[config.mk]
export PLATFORM = sky130hd
export DESIGN_NAME = cam_power_seq
export DESIGN_NICKNAME = d
export VERILOG_FILES = /design/src/rtl/cam_power_seq.sv
export SDC_FILE = /design/constraint.sdc
export NUM_CORES = 1
export LEC_CHECK = 0
export BUFFER_PORTS_ARGS = -buffer_cell sky130_fd_sc_hd__buf_2
export CAP_MARGIN = 0
export CORE_MARGIN = 3
export CORE_UTILIZATION = 30
export CTS_CLUSTER_SIZE = 24
export DETAILED_ROUTE_END_ITERATION = 10
export GPL_TIMING_DRIVEN = 0
export PLACE_DENSITY_LB_ADDON = 0.15
export SLEW_MARGIN = 10
export SYNTH_ARGS = -nofsm -noshare
export SYNTH_HDL_FRONTEND = slang
export SYNTH_SLANG_ARGS = --single-unit
[constraint.sdc]
create_clock -name clk -period 5.4 [get_ports clk]
set_input_delay 1.08 -clock clk [delete_from_list [all_inputs] [get_ports clk]]
set_output_delay 1.08 -clock clk [all_outputs]
set_load 0.01 [all_outputs]
[src/rtl/cam_power_seq.sv]
// OV5640 power/reset sequencer: orders PWDN and RESETB on power-up and
// power-down, and flags when the sensor is ready for SCCB init.
module cam_power_seq #(
  parameter int CNT_W  = 21,
  parameter int T_PWDN = 50_000,
  parameter int T_RST  = 50_000,
  parameter int T_INIT = 1_000_000,
  parameter int T_DOWN = 5_000
) (
  input  logic clk,
  input  logic rst,
  input  logic pwr_en,
  output logic cam_pwdn,
  output logic cam_rst_n,
  output logic cam_ready,
  output logic busy,
  output logic up_done,
  output logic down_done
);

  typedef enum logic [2:0] {
    OFF,
    PWDN_WAIT,
    RST_WAIT,
    INIT_WAIT,
    ON,
    DOWN_RST
  } state_t;

  localparam logic [CNT_W-1:0] LAST_PWDN = CNT_W'(T_PWDN - 1);
  localparam logic [CNT_W-1:0] LAST_RST  = CNT_W'(T_RST - 1);
  localparam logic [CNT_W-1:0] LAST_INIT = CNT_W'(T_INIT - 1);
  localparam logic [CNT_W-1:0] LAST_DOWN = CNT_W'(T_DOWN - 1);

  state_t           state;
  state_t           nxt;
  logic [CNT_W-1:0] cnt;
  logic             timed;

  // Abort on pwr_en=0 is checked before the timer so it wins a tie.
  always_comb begin
    nxt = state;
    case (state)
      OFF:
        if (pwr_en) nxt = PWDN_WAIT;
      PWDN_WAIT:
        if (!pwr_en) nxt = OFF;
        else if (cnt == LAST_PWDN) nxt = RST_WAIT;
      RST_WAIT:
        if (!pwr_en) nxt = DOWN_RST;
        else if (cnt == LAST_RST) nxt = INIT_WAIT;
      INIT_WAIT:
        if (!pwr_en) nxt = DOWN_RST;
        else if (cnt == LAST_INIT) nxt = ON;
      ON:
        if (!pwr_en) nxt = DOWN_RST;
      DOWN_RST:
        if (cnt == LAST_DOWN) nxt = OFF;
      default:
        nxt = OFF;
    endcase
  end

  assign timed = (state != OFF) && (state != ON);

  // Pins are decoded from nxt so they move on the same edge as state.
  always_ff @(posedge clk or posedge rst) begin
    if (rst) begin
      state     <= OFF;
      cnt       <= '0;
      cam_pwdn  <= 1'b1;
      cam_rst_n <= 1'b0;
      cam_ready <= 1'b0;
      busy      <= 1'b0;
      up_done   <= 1'b0;
      down_done <= 1'b0;
    end else begin
      state <= nxt;
      if (nxt != state) cnt <= '0;
      else if (timed)   cnt <= cnt + 1'b1;
      cam_pwdn  <= (nxt == OFF) || (nxt == PWDN_WAIT);
      cam_rst_n <= (nxt == INIT_WAIT) || (nxt == ON);
      cam_ready <= (nxt == ON);
      busy      <= (nxt != OFF) && (nxt != ON);
      up_done   <= (nxt == ON) && (state != ON);
      down_done <= (nxt == OFF) && (state != OFF);
    end
  end

endmodule
# Word-level counts from Yosys, hierarchy flattened
# Index checks and enable logic that the tools add are counted.
[totals]
register_bits = 30
[op_classes]
n_addsub = 1
n_eq_ne = 14
n_mux = 12
reduce_logical = 11
[op_table]
columns = ["operator", "n"]
rows = [
  ["21-bit two-way mux", 2],
  ["3-bit two-way mux", 9],
  ["21-bit by 1-bit adder with 21-bit output (second input constant)", 1],
  ["21-bit by 13-bit == test with 1-bit output (second input constant)", 1],
  ["21-bit by 16-bit == test with 1-bit output (second input constant)", 1],
  ["21-bit by 20-bit == test with 1-bit output (second input constant)", 1],
  ["3-bit one-hot mux with 6 select lines", 1],
  ["3-bit by 2-bit == test with 1-bit output (second input constant)", 3],
  ["3-bit == test (second input constant)", 3],
  ["3-bit by 1-bit == test with 1-bit output (second input constant)", 2],
  ["3-bit logical NOT", 2],
  ["3-bit inequality test (second input constant)", 2],
  ["3-bit nonzero test", 2],
  ["1-bit logical AND", 4],
  ["3-bit inequality test", 1],
  ["1-bit logical OR", 2],
  ["2-bit nonzero test", 1],
]

# Depth between registers and ports, before layout
[depth]
word_depth = 6
ltp_mapped = 8

# Least setup slack after synthesis
# OpenSTA, ideal clock, no wires.
[synth_timing]
path_type = "input port to flip-flop"
startpoint = "input pwr_en"
endpoint = "register cnt[20]"
setup_ns = 0.119
t_arrival_ns = 2.432
setup_slack_ns = 2.849
stages = 7
path_buffers = 1
cell_sequence = "nand2b_1 > a21boi_0 > o311a_1 > or2_0 > o311ai_2 > buf_6 > nor2_1"
[synth_between]
elab_chain_len = 4
[synth_rtl]
columns = ["element", "line", "rtl"]
rows = [
  ["start: declaration", "12", "input logic pwr_en,"],
  ["3-bit two-way mux, on equally long branches", "--", ""],
  ["3-bit one-hot mux with 6 select lines *", "43", "case (state)"],
  ["3-bit inequality test *", "79", "if (nxt != state) cnt <= '0;"],
  ["21-bit two-way mux or 2-bit nonzero test (tied branches)", "--", ""],
  ["end signal: assignment", "80", "else if (timed) cnt <= cnt + 1'b1;"],
  ["end: declaration", "37", "logic [CNT_W-1:0] cnt;"],
]
# Every way passes the cells marked *; elsewhere a longest branch is shown, timed or not.
# A chain may end at the register's enable or synchronous reset.

# Worst setup path after layout
[layout_timing]
startpoint = "register cnt[10]"
endpoint = "register cnt[17]"
[layout_between]
elab_chain_len = 6
[layout_rtl]
columns = ["element", "line"]
rows = [
  ["21-bit by 20-bit == test with 1-bit output or 21-bit by 16-bit == test with 1-bit output (tied branches)", "54, 48, 51"],
  ["3-bit two-way mux, on equally long branches", "54, 48, 51"],
  ["3-bit two-way mux, on equally long branches", "53, 47, 50"],
  ["3-bit one-hot mux with 6 select lines", "43"],
  ["3-bit inequality test", "79"],
  ["21-bit two-way mux or 2-bit nonzero test (tied branches)", "--"],
]
# Parallel ways exist; a longest one is shown, timed or not. The select of a mux whose other input is x is not followed.

==> impl_metrics.json <==
{
  "outcome": "complete, no violations",
  "io_buffers": 8,
  "yosysTopAreaCell": "dfrtp_1",
  "hold_path.startpoint": "cnt[19]",
  "cts_root_buffer": "clkbuf_8",
  "syn_avg_cell_area_sq_um": 9.44,
  "setup_tns_ns": 0,
  "crit_path_end_kind": "flip-flop",
  "fmax_mhz": 355,
  "drc": 0,
  "synth_edf_count": 0,
  "synth_top_family_by_area": "simple AND/OR/NAND/NOR gates",
  "cts_hold_buffers": 0,
  "initial_core_util": 0.318,
  "switching_share": 0.332,
  "r2r-end": "cnt[17]",
  "grt_max_degree": 31,
  "n_antenna_cell": 0,
  "crit_type": "reg -> reg",
  "cts.clk_slew.worst_paths_ns": 0.07,
  "fin_util": 0.357,
  "hold_violations": 0,
  "timing.rr.start": "cnt[10]",
  "synth_compound_area_frac": 0.127,
  "cts.sinks": 30,
  "chipHeight_um": 83.5,
  "powerDensity_nw_per_um2": 324,
  "maxCapViolations": 0,
  "power_frac_clock": 0.290,
  "vias_per_cell": 5.20,
  "yosysTopAreaCellShare": 0.402,
  "post_drt_wl_per_cell_um": 15.1,
  "p_switching_uw": 218,
  "slew_headroom": 0.387,
  "cts_max_level": 2,
  "synth-async-reset-ratio": 1.00,
  "drt_iter0_markers": 88,
  "ant_nets": 0,
  "drive_gt1_frac": 0.159,
  "antenna_found_initial": 0,
  "rsz0062_at_grt": "no",
  "drt_wl_total_mm": 4.22,
  "clock_latency_ns": 0.28,
  "drv_slew": 0,
  "ys.flop_type": "dfrtp_1",
  "stdcell_count": 279,
  "p_leak_uw": 0.000807,
  "core.rowCount": 27,
  "setup_viol": 0,
  "synth.area.top_cells": "dfrtp_1 40%, nor2_1 5.4%, xor2_1 5.3%",
  "vias": 1451,
  "p_comb_frac": 0.214,
  "ys_types": 53,
  "yosysWarningCount": 0,
  "critPathMaxFanout": 10,
  "dp.cells": 271,
  "syn_inst": 191,
  "yosys.area_share.adder": 0.00694,
  "hold_class": "reg -> reg",
  "syn2layout_area_growth_pct": 12.3,
  "coreArea_sq_um": 5680,
  "p_seq_frac": 0.496,
  "grt_pass1_vias": 1436,
  "grt_pass1_wl_mm": 7.36,
  "fillers": 603,
  "p_int_uw": 438,
  "groute.usage.overall": 0.131,
  "synth_mux_area_frac": 0.0173,
  "period_share": 0.522,
  "r2r_slack_ns": 2.58,
  "cts_setup_buffers": 0,
  "dr.pass1.iters": 4,
  "post_cts_resized": 0,
  "finalCriticalPeriod_ns": 2.82,
  "skew_ns": 0.00599,
  "clock_path_buffers": 2,
  "start_kind": "flip-flop",
  "grt-ovfl-total": 0,
  "cts_tree": "done",
  "ys_seq_area_frac": 0.417,
  "worst_slew_pin_slew_ns": 0.912,
  "io_pins": 9,
  "synth_simple_gate_area_frac": 0.296,
  "syn-cell-area_sq_um": 1800,
  "gp_congestion": 0.786,
  "synth_nets": 195,
  "reg2reg_depth": 7,
  "crit_required_ns": 5.58,
  "cp-startpoint": "cnt[10]",
  "dieArea_sq_um": 6980,
  "dieWidth_um": 83.5,
  "ir_worst_vdd_mv": 0.122,
  "synth_xor_area_frac": 0.0923,
  "crit_end": "cnt[17]",
  "hpwlAfterDp_mm": 2.98,
  "numCtsBuffers": 5,
  "worstPathArrival_ns": 3.00,
  "nets": 210,
  "synth-seq-cells": 30
}
[cells by family (layout without fill, tap and decap cells)]
logic type               Yosys count  after routing
AO/OA/AOI/OAI                     29             29
adder cells (fa/ha/maj)            1              1
AND/OR/NAND/NOR                   93             93
XOR/XNOR                          19             19
buffers and inverters             16             32
multiplexers                       3              3
flip-flops                        30             30
[cell usage in the layout (no fill, tap or decap), types with 2 or more instances in the layout]
| cell | netlist | final |
|---|---|---|
| dfrtp_1 | 29 | 29 |
| nor3b_1 | 2 | 2 |
| or3b_1 | 2 | 2 |
| o211ai_1 | 3 | 3 |
| a31oi_1 | 4 | 4 |
| a21oi_1 | 2 | 2 |
| and2_1 | 2 | 2 |
| nor4b_1 | 2 | 2 |
| buf_6 | 2 | 2 |
| clkbuf_8 | 0 | 6 |
| mux2i_1 | 2 | 2 |
| nand2_1 | 10 | 10 |
| nand2b_1 | 2 | 2 |
| nor3_1 | 5 | 5 |
| nor2_1 | 26 | 26 |
| nand3_1 | 11 | 11 |
| xor2_1 | 11 | 11 |
| o311a_1 | 2 | 2 |
| or3_1 | 2 | 2 |
| clkbuf_1 | 3 | 4 |
| nor4_1 | 3 | 3 |
| o21ai_0 | 7 | 7 |
| xnor2_1 | 8 | 8 |
| and3_1 | 4 | 4 |
| nor2b_1 | 2 | 2 |
| nand4_1 | 8 | 8 |
| buf_2 | 2 | 10 |
| inv_1 | 9 | 8 |
[metrics by stage]
| stage | setup WS (ns) | area, sq um | power, uW | hold WS (ns) |
|---|---|---|---|---|
| after global routing | 2.34 | 2020 | 704 | 0.608 |
| final | 2.58 | 2020 | 656 | 0.575 |
| after floorplan | 2.85 | 1800 | 430 | 0.526 |
| after CTS | 2.59 | 2020 | 665 | 0.581 |
| after detailed placement | 2.30 | 1930 | 469 | 0.561 |
| after global placement | 2.32 | 1930 | 467 | 0.563 |
[sequential cells by signal, summed over array words and instances (netlist names)]
name and count:
busy 1, cam_pwdn 1, cnt 21, down_done 1
up_done 1, cam_ready 1, state 3, cam_rst_n 1
[final cells by class]
type,count,area [sq um],area share
Sequential cell,30,752,0.371
Multi-Input combinational cell,145,973,0.481
Timing Repair Buffer,8,40.0,0.0198
Clock buffer,7,86.3,0.0426
Tap cell,72,90.1,0.0445
Inverter,9,33.8,0.0167
Buffer,7,43.8,0.0216
Clock inverter,1,5.00,0.00247
[cell usage after synthesis (all sizes together) (2+ instances only)]
library cell,count
or3,2
nor2b,2
nand2b,2
o311a,2
clkbuf,3
dfrtp,29
o21ai,7
xnor2,8
nand4,8
o211ai,3
nor3,6
nor4,5
inv,9
nand2,11
nand3,11
a31oi,4
and3,4
and2,2
a21oi,2
xor2,11
o311ai,2
buf,4
nor3b,3
nor4b,2
mux2i,2
nor2,26
or3b,3
o41ai,2
[critical path: stages, from the launching register on]
cell and delay (ns):
dfrtp_1 0.45, nor4b_1 0.50, nand4_1 0.22, o311a_1 0.43
or2_0 0.23, o311ai_2 0.59, buf_6 0.23, nor2_1 0.05
[power groups by stage]
| stage | Sequential [uW] | Combinational (uW) | Clock (uW) |
|---|---|---|---|
| 6_report | 325 | 140 | 190 |
| 5_1_grt | 332 | 161 | 211 |
| 4_1_cts | 324 | 141 | 200 |
| 3_5_place_dp | 328 | 141 | 0 |
| 3_3_place_gp | 328 | 139 | 0 |
| 2_1_floorplan | 310 | 120 | 0 |
[how the worst min path moves through the flow]
stage / to / slack, ns / cells after the start
global placement: cnt[19] / 0.56 / 2
finish: cnt[19] / 0.57 / 2
detailed placement: cnt[19] / 0.56 / 2
floorplan: cnt[20] / 0.53 / 2
global route: cnt[19] / 0.61 / 2
CTS: cnt[19] / 0.58 / 2
[per-layer routing]
| layer | vias up | track usage | wire, um |
|---|---|---|---|
| li1 | 726 | - | - |
| met1 | 692 | 0.189 | 2190 |
| met2 | 27 | 0.197 | 1820 |
| met3 | 6 | 0.0276 | 155 |
| met4 | 0 | 0.0395 | 54 |
| met5 | - | 0 | 0 |
Note: power is estimated with default switching activity, not from simulation.
